File: src/rtl/coef_pkg.sv
// Shared defaults, FSM state type and column-major index helpers for the
// coefficient matrix loader.
package coef_pkg;

  localparam int DEF_DATA_W = 14;
  localparam int DEF_ROWS   = 8;
  localparam int DEF_COLS   = 4;

  typedef enum logic {
    LOAD  = 1'b0,
    READY = 1'b1
  } load_state_e;

  // Word k of a column-major stream lands at row k%rows, column k/rows.
  function automatic int row_of(input int k, input int rows);
    return k % rows;
  endfunction

  function automatic int col_of(input int k, input int rows);
    return k / rows;
  endfunction

endpackage

File: src/rtl/coef_bank.sv
// One ROWS x COLS coefficient register bank: single word write port and a
// combinational whole-column read (out-of-range columns read as zero).
module coef_bank
  import coef_pkg::*;
#(
  parameter int DATA_W = DEF_DATA_W,
  parameter int ROWS   = DEF_ROWS,
  parameter int COLS   = DEF_COLS,
  parameter int ROW_W  = (ROWS > 1) ? $clog2(ROWS) : 1,
  parameter int COL_W  = (COLS > 1) ? $clog2(COLS) : 1
) (
  input  logic                   clk,
  input  logic                   rst,
  input  logic                   we,
  input  logic [ROW_W-1:0]       wr_row,
  input  logic [COL_W-1:0]       wr_col,
  input  logic [DATA_W-1:0]      wr_data,
  input  logic [COL_W-1:0]       rd_col,
  output logic [ROWS*DATA_W-1:0] rd_data
);

  logic [DATA_W-1:0] mem [COLS][ROWS];

  always_ff @(posedge clk or negedge rst) begin
    if (!rst) begin
      for (int c = 0; c < COLS; c++) begin
        for (int r = 0; r < ROWS; r++) begin
          mem[c][r] <= '0;
        end
      end
    end else if (we) begin
      for (int c = 0; c < COLS; c++) begin
        for (int r = 0; r < ROWS; r++) begin
          if (wr_col == COL_W'(c) && wr_row == ROW_W'(r)) begin
            mem[c][r] <= wr_data;
          end
        end
      end
    end
  end

  always_comb begin
    rd_data = '0;
    for (int c = 0; c < COLS; c++) begin
      if (rd_col == COL_W'(c)) begin
        for (int r = 0; r < ROWS; r++) begin
          rd_data[r*DATA_W +: DATA_W] = mem[c][r];
        end
      end
    end
  end

endmodule

File: src/rtl/coef_matrix_loader.sv
// Double-buffered coefficient matrix store: loads a column-major stream into
// the shadow bank, swaps on completion, serves whole columns with 1-cycle latency.
module coef_matrix_loader
  import coef_pkg::*;
#(
  parameter int DATA_W = DEF_DATA_W,
  parameter int ROWS   = DEF_ROWS,
  parameter int COLS   = DEF_COLS,
  parameter int COL_W  = (COLS > 1) ? $clog2(COLS) : 1,
  parameter int CNT_W  = $clog2(ROWS * COLS + 1)
) (
  input  logic                   clk,
  input  logic                   rst,
  input  logic                   in_valid,
  input  logic [DATA_W-1:0]      in_data,
  output logic                   in_ready,
  input  logic                   reload,
  input  logic                   rd_en,
  input  logic [COL_W-1:0]       rd_addr,
  output logic                   rd_valid,
  output logic [ROWS*DATA_W-1:0] rd_data,
  output logic                   load_done,
  output logic                   swap,
  output logic                   active_bank,
  output logic [CNT_W-1:0]       load_count
);

  localparam int TOTAL = ROWS * COLS;
  localparam int ROW_W = (ROWS > 1) ? $clog2(ROWS) : 1;

  // Handshake: a word transfers on any rising edge where in_valid && in_ready.
  // in_ready is decoded from registered state only, so it never depends on in_valid.
  load_state_e state, state_nxt;
  logic accept, last;
  logic [ROW_W-1:0] wr_row;
  logic [COL_W-1:0] wr_col;
  logic [ROWS*DATA_W-1:0] col0, col1;

  assign in_ready = (state == LOAD);
  assign accept   = in_valid && in_ready;
  assign last     = accept && (load_count == CNT_W'(TOTAL - 1));
  assign wr_row   = ROW_W'(row_of(int'(load_count), ROWS));
  assign wr_col   = COL_W'(col_of(int'(load_count), ROWS));

  always_ff @(posedge clk or negedge rst) begin
    if (!rst) state <= LOAD;
    else      state <= state_nxt;
  end

  // reload wins over completion so a back-to-back reload restarts immediately.
  always_comb begin
    state_nxt = state;
    case (state)
      LOAD:    if (!reload && last) state_nxt = READY;
      READY:   if (reload) state_nxt = LOAD;
      default: state_nxt = LOAD;
    endcase
  end

  always_ff @(posedge clk or negedge rst) begin
    if (!rst) begin
      load_count  <= '0;
      active_bank <= 1'b0;
      load_done   <= 1'b0;
      swap        <= 1'b0;
    end else begin
      if (reload)      load_count <= '0;
      else if (accept) load_count <= load_count + 1'b1;
      swap        <= last;
      active_bank <= active_bank ^ last;
      load_done   <= load_done | last;
    end
  end

  // Writes always target the bank that is not currently serving reads.
  coef_bank #(.DATA_W(DATA_W), .ROWS(ROWS), .COLS(COLS), .ROW_W(ROW_W), .COL_W(COL_W)) u_bank0 (
    .clk(clk), .rst(rst), .we(accept && active_bank),
    .wr_row(wr_row), .wr_col(wr_col), .wr_data(in_data),
    .rd_col(rd_addr), .rd_data(col0)
  );

  coef_bank #(.DATA_W(DATA_W), .ROWS(ROWS), .COLS(COLS), .ROW_W(ROW_W), .COL_W(COL_W)) u_bank1 (
    .clk(clk), .rst(rst), .we(accept && !active_bank),
    .wr_row(wr_row), .wr_col(wr_col), .wr_data(in_data),
    .rd_col(rd_addr), .rd_data(col1)
  );

  always_ff @(posedge clk or negedge rst) begin
    if (!rst) begin
      rd_valid <= 1'b0;
      rd_data  <= '0;
    end else begin
      rd_valid <= rd_en;
      if (rd_en) rd_data <= active_bank ? col1 : col0;
    end
  end

endmodule

File: config.mk
export PLATFORM = sky130hd
export DESIGN_NAME = coef_matrix_loader
export DESIGN_NICKNAME = d
export VERILOG_FILES = /design/src/rtl/coef_pkg.sv /design/src/rtl/coef_bank.sv /design/src/rtl/coef_matrix_loader.sv
export SDC_FILE = /design/constraint.sdc
export NUM_CORES = 1
export LEC_CHECK = 0
export CORE_AREA = 2 2 309 342
export CTS_CLUSTER_SIZE = 16
export DETAILED_ROUTE_END_ITERATION = 10
export DIE_AREA = 0 0 311 344
export GPL_TIMING_DRIVEN = 0
export HOLD_SLACK_MARGIN = 0.03
export PLACE_DENSITY = 0.71
export SYNTH_ARGS = -nofsm -noshare
export SYNTH_HDL_FRONTEND = slang
export SYNTH_SLANG_ARGS = --single-unit
File: constraint.sdc
create_clock -name clk -period 3.5 [get_ports clk]
set_input_delay 0.35 -clock clk [delete_from_list [all_inputs] [get_ports clk]]
set_output_delay 0.35 -clock clk [all_outputs]
set_load 0.01 [all_outputs]
Yosys cells after proc, flatten, opt, wreduce, memory -nomap -nowiden:

Index checks and enable logic that the tools add are counted.

* register bits: 1019
* word-level logic and storage cells: 210

* add/subtract/negate cells: 1
* equal/unequal tests: 14
* muxes and demuxes: 14
* bitwise operators: 3
* reductions and logical operators: 107

Operators with widths (number)
* $mux 112: 9
* $reduce_and 2->1: 64
* $logic_and 1x1->1: 37
* $eq 3x3->1 const B: 4
* $mux 6: 2
* $eq 2x2->1 const B: 4
* $add 6x1->6 const B: 1
* $eq 3x2->1 const B: 2
* $eq 6x5->1 const B: 1
* $eq 2x1->1 const B: 2
* $logic_not 2->1: 2
* $eq 3x1->1 const B: 1
* $logic_not 3->1: 1
* $logic_not 1->1: 2
* $mux 1: 2
* $pmux 1 s2: 1
* $reduce_bool 2->1: 1
* $not 1->1: 1
* $or 1x1->1: 1
* $xor 1x1->1: 1

Depth between registers and ports, before layout:

* depth after elaboration: 6
* depth in mapped cells: 8

By module:

Synthesis repeated with hierarchy kept, for this count alone.

* cell total of the unflattened synthesis: 2845
* area, all modules: 45006.9 um2

Modules (own cells, without submodules)
* coef_bank: instances 2, cells each 1159, area each 19716.4 um2, sequential area each 11210.8 um2
* coef_matrix_loader: instances 1, cells each 527, area each 5574.1 um2, sequential area each 3078.0 um2

Least setup slack after synthesis:

Ideal clock, no wire load.

* kind: flip-flop to flip-flop
* start: register load_count[2]
* end: register u_bank1.mem[395] in the netlist's numbering
* setup time: 0.125 ns
* arrival time: 2.126 ns
* data required time: 3.375 ns
* slack: 1.250 ns
* cell stages (with the launch flop): 9
* path buffers: 3
* cells stage by stage: dfrtp_1 > clkbuf_1 > inv_1 > ha_1 > nand2b_1 > or4_1 > clkbuf_1 > clkbuf_1 > mux2_2

* cells in the longest elaborated chain, start to end: 3

RTL lines
* start, declared: line coef_matrix_loader.sv:25 `output logic [CNT_W-1:0] load_count`
* start signal, assigned: line coef_matrix_loader.sv:68 `else if (accept) load_count <= load_count + 1'b1;`
* $eq 3x2->1: line coef_bank.sv:34 `if (wr_col == COL_W'(c) && wr_row == ROW_W'(r)) begin`
* $logic_and 1x1->1: line coef_bank.sv:34
* $reduce_and 2->1 (no line)
* end signal, assigned by index: line coef_bank.sv:35 `mem[c][r] <= wr_data;`
* end, declared: line coef_bank.sv:22 `logic [DATA_W-1:0] mem [COLS][ROWS];`

Every way passes these cells.
A chain may end at the register's enable or synchronous reset.

Worst setup path in the final report:

* start: input rd_en
* end: register rd_data[53]

RTL lines
* start, declared: line coef_matrix_loader.sv:18 `input logic rd_en,`
* end signal, assigned: line coef_matrix_loader.sv:94 `if (rd_en) rd_data <= active_bank ? col1 : col0;`
* end, declared: line coef_matrix_loader.sv:21 `output logic [ROWS*DATA_W-1:0] rd_data,`

No word-level cell between the ends.

==> metrics.cfg <==
[synth]
postSynthNetCount = 3408
ys_seq_area_share_pct = 55.08
synth_top_area_share_pct = 55.08
yosys.cell_types.count = 40
synth_warnings = 0
synth-seq-cells = 1019
synthFlopType = dfrtp_1
netlist_instances = 3381
synth_top_area_cell = dfrtp_1
synth_edf_count = 0
syn_avg_cell_area_sq_um = 13.69
async_flop_share_pct = 100.0
synth_area_leaders = dfrtp_1, mux2_2, mux2i_1, nor2b_1, a41o_1
netlist_area_sq_mm = 0.04630

[worst_setup_path]
crit_path_start_kind = input pin
required_ps = 4120
end_kind = register
crit_chain = clkdlybuf4s50_1 > clkbuf_1 > clkbuf_1 > clkbuf_2 > clkbuf_1 > a41o_1
cp_common_cell = clkbuf_1
path_delay_family = buffers and inverters
cp.arrival_ps = 4020
crit_type = input pin to register
path_buf_inv = 5
crit_fanout = 10
cpMaxStageDelayCell = clkbuf_1
max_stage_delay_ps = 910

[sta]
max_freq_mhz = 293.9
worstMarginPinSlew_ps = 1621
relSlewSlack_pct = -8.042
tns_ps = 0
rsz0062_at_grt = no
timing.final.ws_setup_ps = 97.45
fin_crit_sh_pct = 97.22
hold_viol_final = 0
hold_ws_ps = 134.5
post-route-min-period_ps = 3403
clock_skew_ps = 33.74
setup_viol = 0
maxSlewViolCount = 104

[place]
globalplace.congestion = 0.9536
dp_cells = 4903
dp_hpwl_mm = 103.8
dp_slack_ps = -890.1
portBuffers = 127
placed_area_sq_mm = 0.04957

[power_and_ir_drop]
power_density_mw_per_mm2 = 521.1
p_leak_nw = 25.63
ir_drop_mv = 0.3875
total_power_mw = 27.62

[cts]
clkSinkCount = 1019
h-tree-depth = 3
cts_buffers = 103
clk_latency_ps = 710
cts_root_buf = clkbuf_16
cts_tree = yes
clockBufferDepth = 3
cts.clk_slew.worst_paths_ps = 60

[routing]
dr_wl_met3_mm = 13.80
wl_per_cell_um = 31.25
ant_nets = 0
num_vias = 31190
highest_layer = met5
wl_mm = 159.4
drtIter0Drc = 3235
drc = 0
dr.pass1.iters = 5
viasPerCell = 6.115
met1Wirelength_mm = 64.69
wl_met2_mm = 72.39

[global_routing]
grt_pass1_wl_mm = 225.0
grt.total_usage_pct = 29.22
antenna_found_initial = 26
grt_start_max_net_pins = 162
grt_pass1_vias = 31270
grt_overflow = 0

[floorplanning]
core-area_sq_mm = 0.1033
rows = 124
dieArea_sq_mm = 0.1070
fp.dieH_um = 344
dieWidth_um = 311
num_io_pins = 144
start_util_pct = 44.80

[layout]
fin_cells = 5101
fin_area_sq_mm = 0.05301
nets = 3652
fin_util_pct = 51.30
area_delta_synth_final_pct = 14.49
layout-drive-gt1-share_pct = 33.00

[job]
drv_cap = 12

[hold_path]
hp-class = input pin to register

[outcome]
violations = capacitance limit, slew limit
status = finished, violations left

[power breakdown]
part           total, mW  internal, mW  switching (mW)
Clock               11.1          6.31            4.83
Combinational       3.38          1.45            1.93
Sequential          13.1          12.6           0.486
[per-layer routing]
layer	GRT usage [%]	vias to the layer above
li1	-	12800
met1	38.72	16550
met2	45.62	1456
met3	6.199	378
met4	14.89	10
met5	0	-
[sequential cells by signal (all words and copies together), names as in the netlist]
signal,flops
swap,1
state,1
u_bank0.mem,448
rd_valid,1
load_done,1
rd_data,112
u_bank1.mem,448
load_count,6
active_bank,1
[cells in the mapped netlist, types with 13 or more instances]
| cell type | n |
|---|---|
| clkbuf_1 | 201 |
| buf_4 | 13 |
| nor3_2 | 20 |
| buf_2 | 89 |
| a41o_1 | 112 |
| nand3_1 | 122 |
| dfrtp_1 | 1019 |
| buf_1 | 23 |
| a211o_1 | 112 |
| mux2i_1 | 336 |
| a22oi_1 | 112 |
| nor2b_1 | 232 |
| mux2_2 | 888 |
[layout make-up]
cell class                 instances  area (sq um)
antenna                           12         30.03
fill                            8881         50320
timing repair buffer             139          1577
inverter                           5         18.77
tap                             1386          1734
clock buffer                     152          2964
buffer                           331          1469
clock inverter                    31         376.6
multi-input combinational       2026         19340
sequential                      1019         25500
[logic make-up (layout without fill, tap and decap cells)]
group | Yosys count | after routing | synth area share (%)
xor gates and xnor gates | 1 | 1 | 0.01892
and+or+nand+nor | 441 | 441 | 6.043
DFF | 1019 | 1019 | 55.08
buffers and inverters | 336 | 658 | 3.151
other | 0 | 12 | 0
muxes | 1232 | 1232 | 29.06
AOI/OAI and AO/OA | 346 | 346 | 6.486
adders and majority gates | 6 | 6 | 0.1622
[worst register-to-register path, delay by kind of cell, from the launching register on]
kind / cells / cell delay, ps
compound gates: 1 / 260
buf+inv: 4 / 2370
flops: 1 / 470
simple gates: 1 / 170
[placed cells by master, fill, tap and decap left out, types with 6 or more instances in the layout]
cell	Yosys	layout
a41o_1	112	112
buf_4	13	13
a211o_1	112	112
nor2b_1	232	232
dfrtp_1	1019	1019
mux2_1	8	8
clkdlybuf4s50_1	0	126
clkbuf_1	201	209
clkinv_2	0	15
nand2_1	12	12
nand2b_1	9	9
nor3_2	20	20
clkbuf_8	0	16
a22oi_1	112	112
nor2_1	8	8
bufinv_16	0	6
buf_16	0	8
mux2_2	888	888
buf_1	23	23
ha_1	6	6
buf_2	89	89
diode_2	0	12
clkbuf_16	0	107
nand3_1	122	122
nand4_1	6	6
mux2i_1	336	336
clkbuf_2	0	23
nor3_4	10	10
[worst paths after layout]
| check | from | end | slack (ps) | depth (start not counted) |
|---|---|---|---|---|
| setup / recovery | rd_en | rd_data[53]$_DFFE_PN0P_ | 100 | 6 |
| hold / removal | rd_en | rd_valid$_DFF_PN0_ | 130 | 1 |
| setup reg to reg | active_bank$_DFF_PN0_ | rd_data[91]$_DFFE_PN0P_ | 110 | 6 |
| hold reg to reg | load_done$_DFF_PN0_ | load_done$_DFF_PN0_ | 470 | 1 |
| max in group asynchronous | rst | u_bank0.mem[150]$_DFFE_PN0P_ | 690 | 6 |
| min in group asynchronous | rst | u_bank1.mem[415]$_DFFE_PN0P_ | 270 | 2 |
[repair_timing]
| item | in CTS | in global routing |
|---|---|---|
| endpoints found under the setup margin | 80 | 112 |
| gates cloned | 0 | 2 |
| resized for setup | 1 | 0 |
| setup buffers | 0 | 0 |
| hold endpoints to repair | 153 | 0 |
| hold buffers | 1 | 0 |
Note: power is estimated with default switching activity, not from simulation.
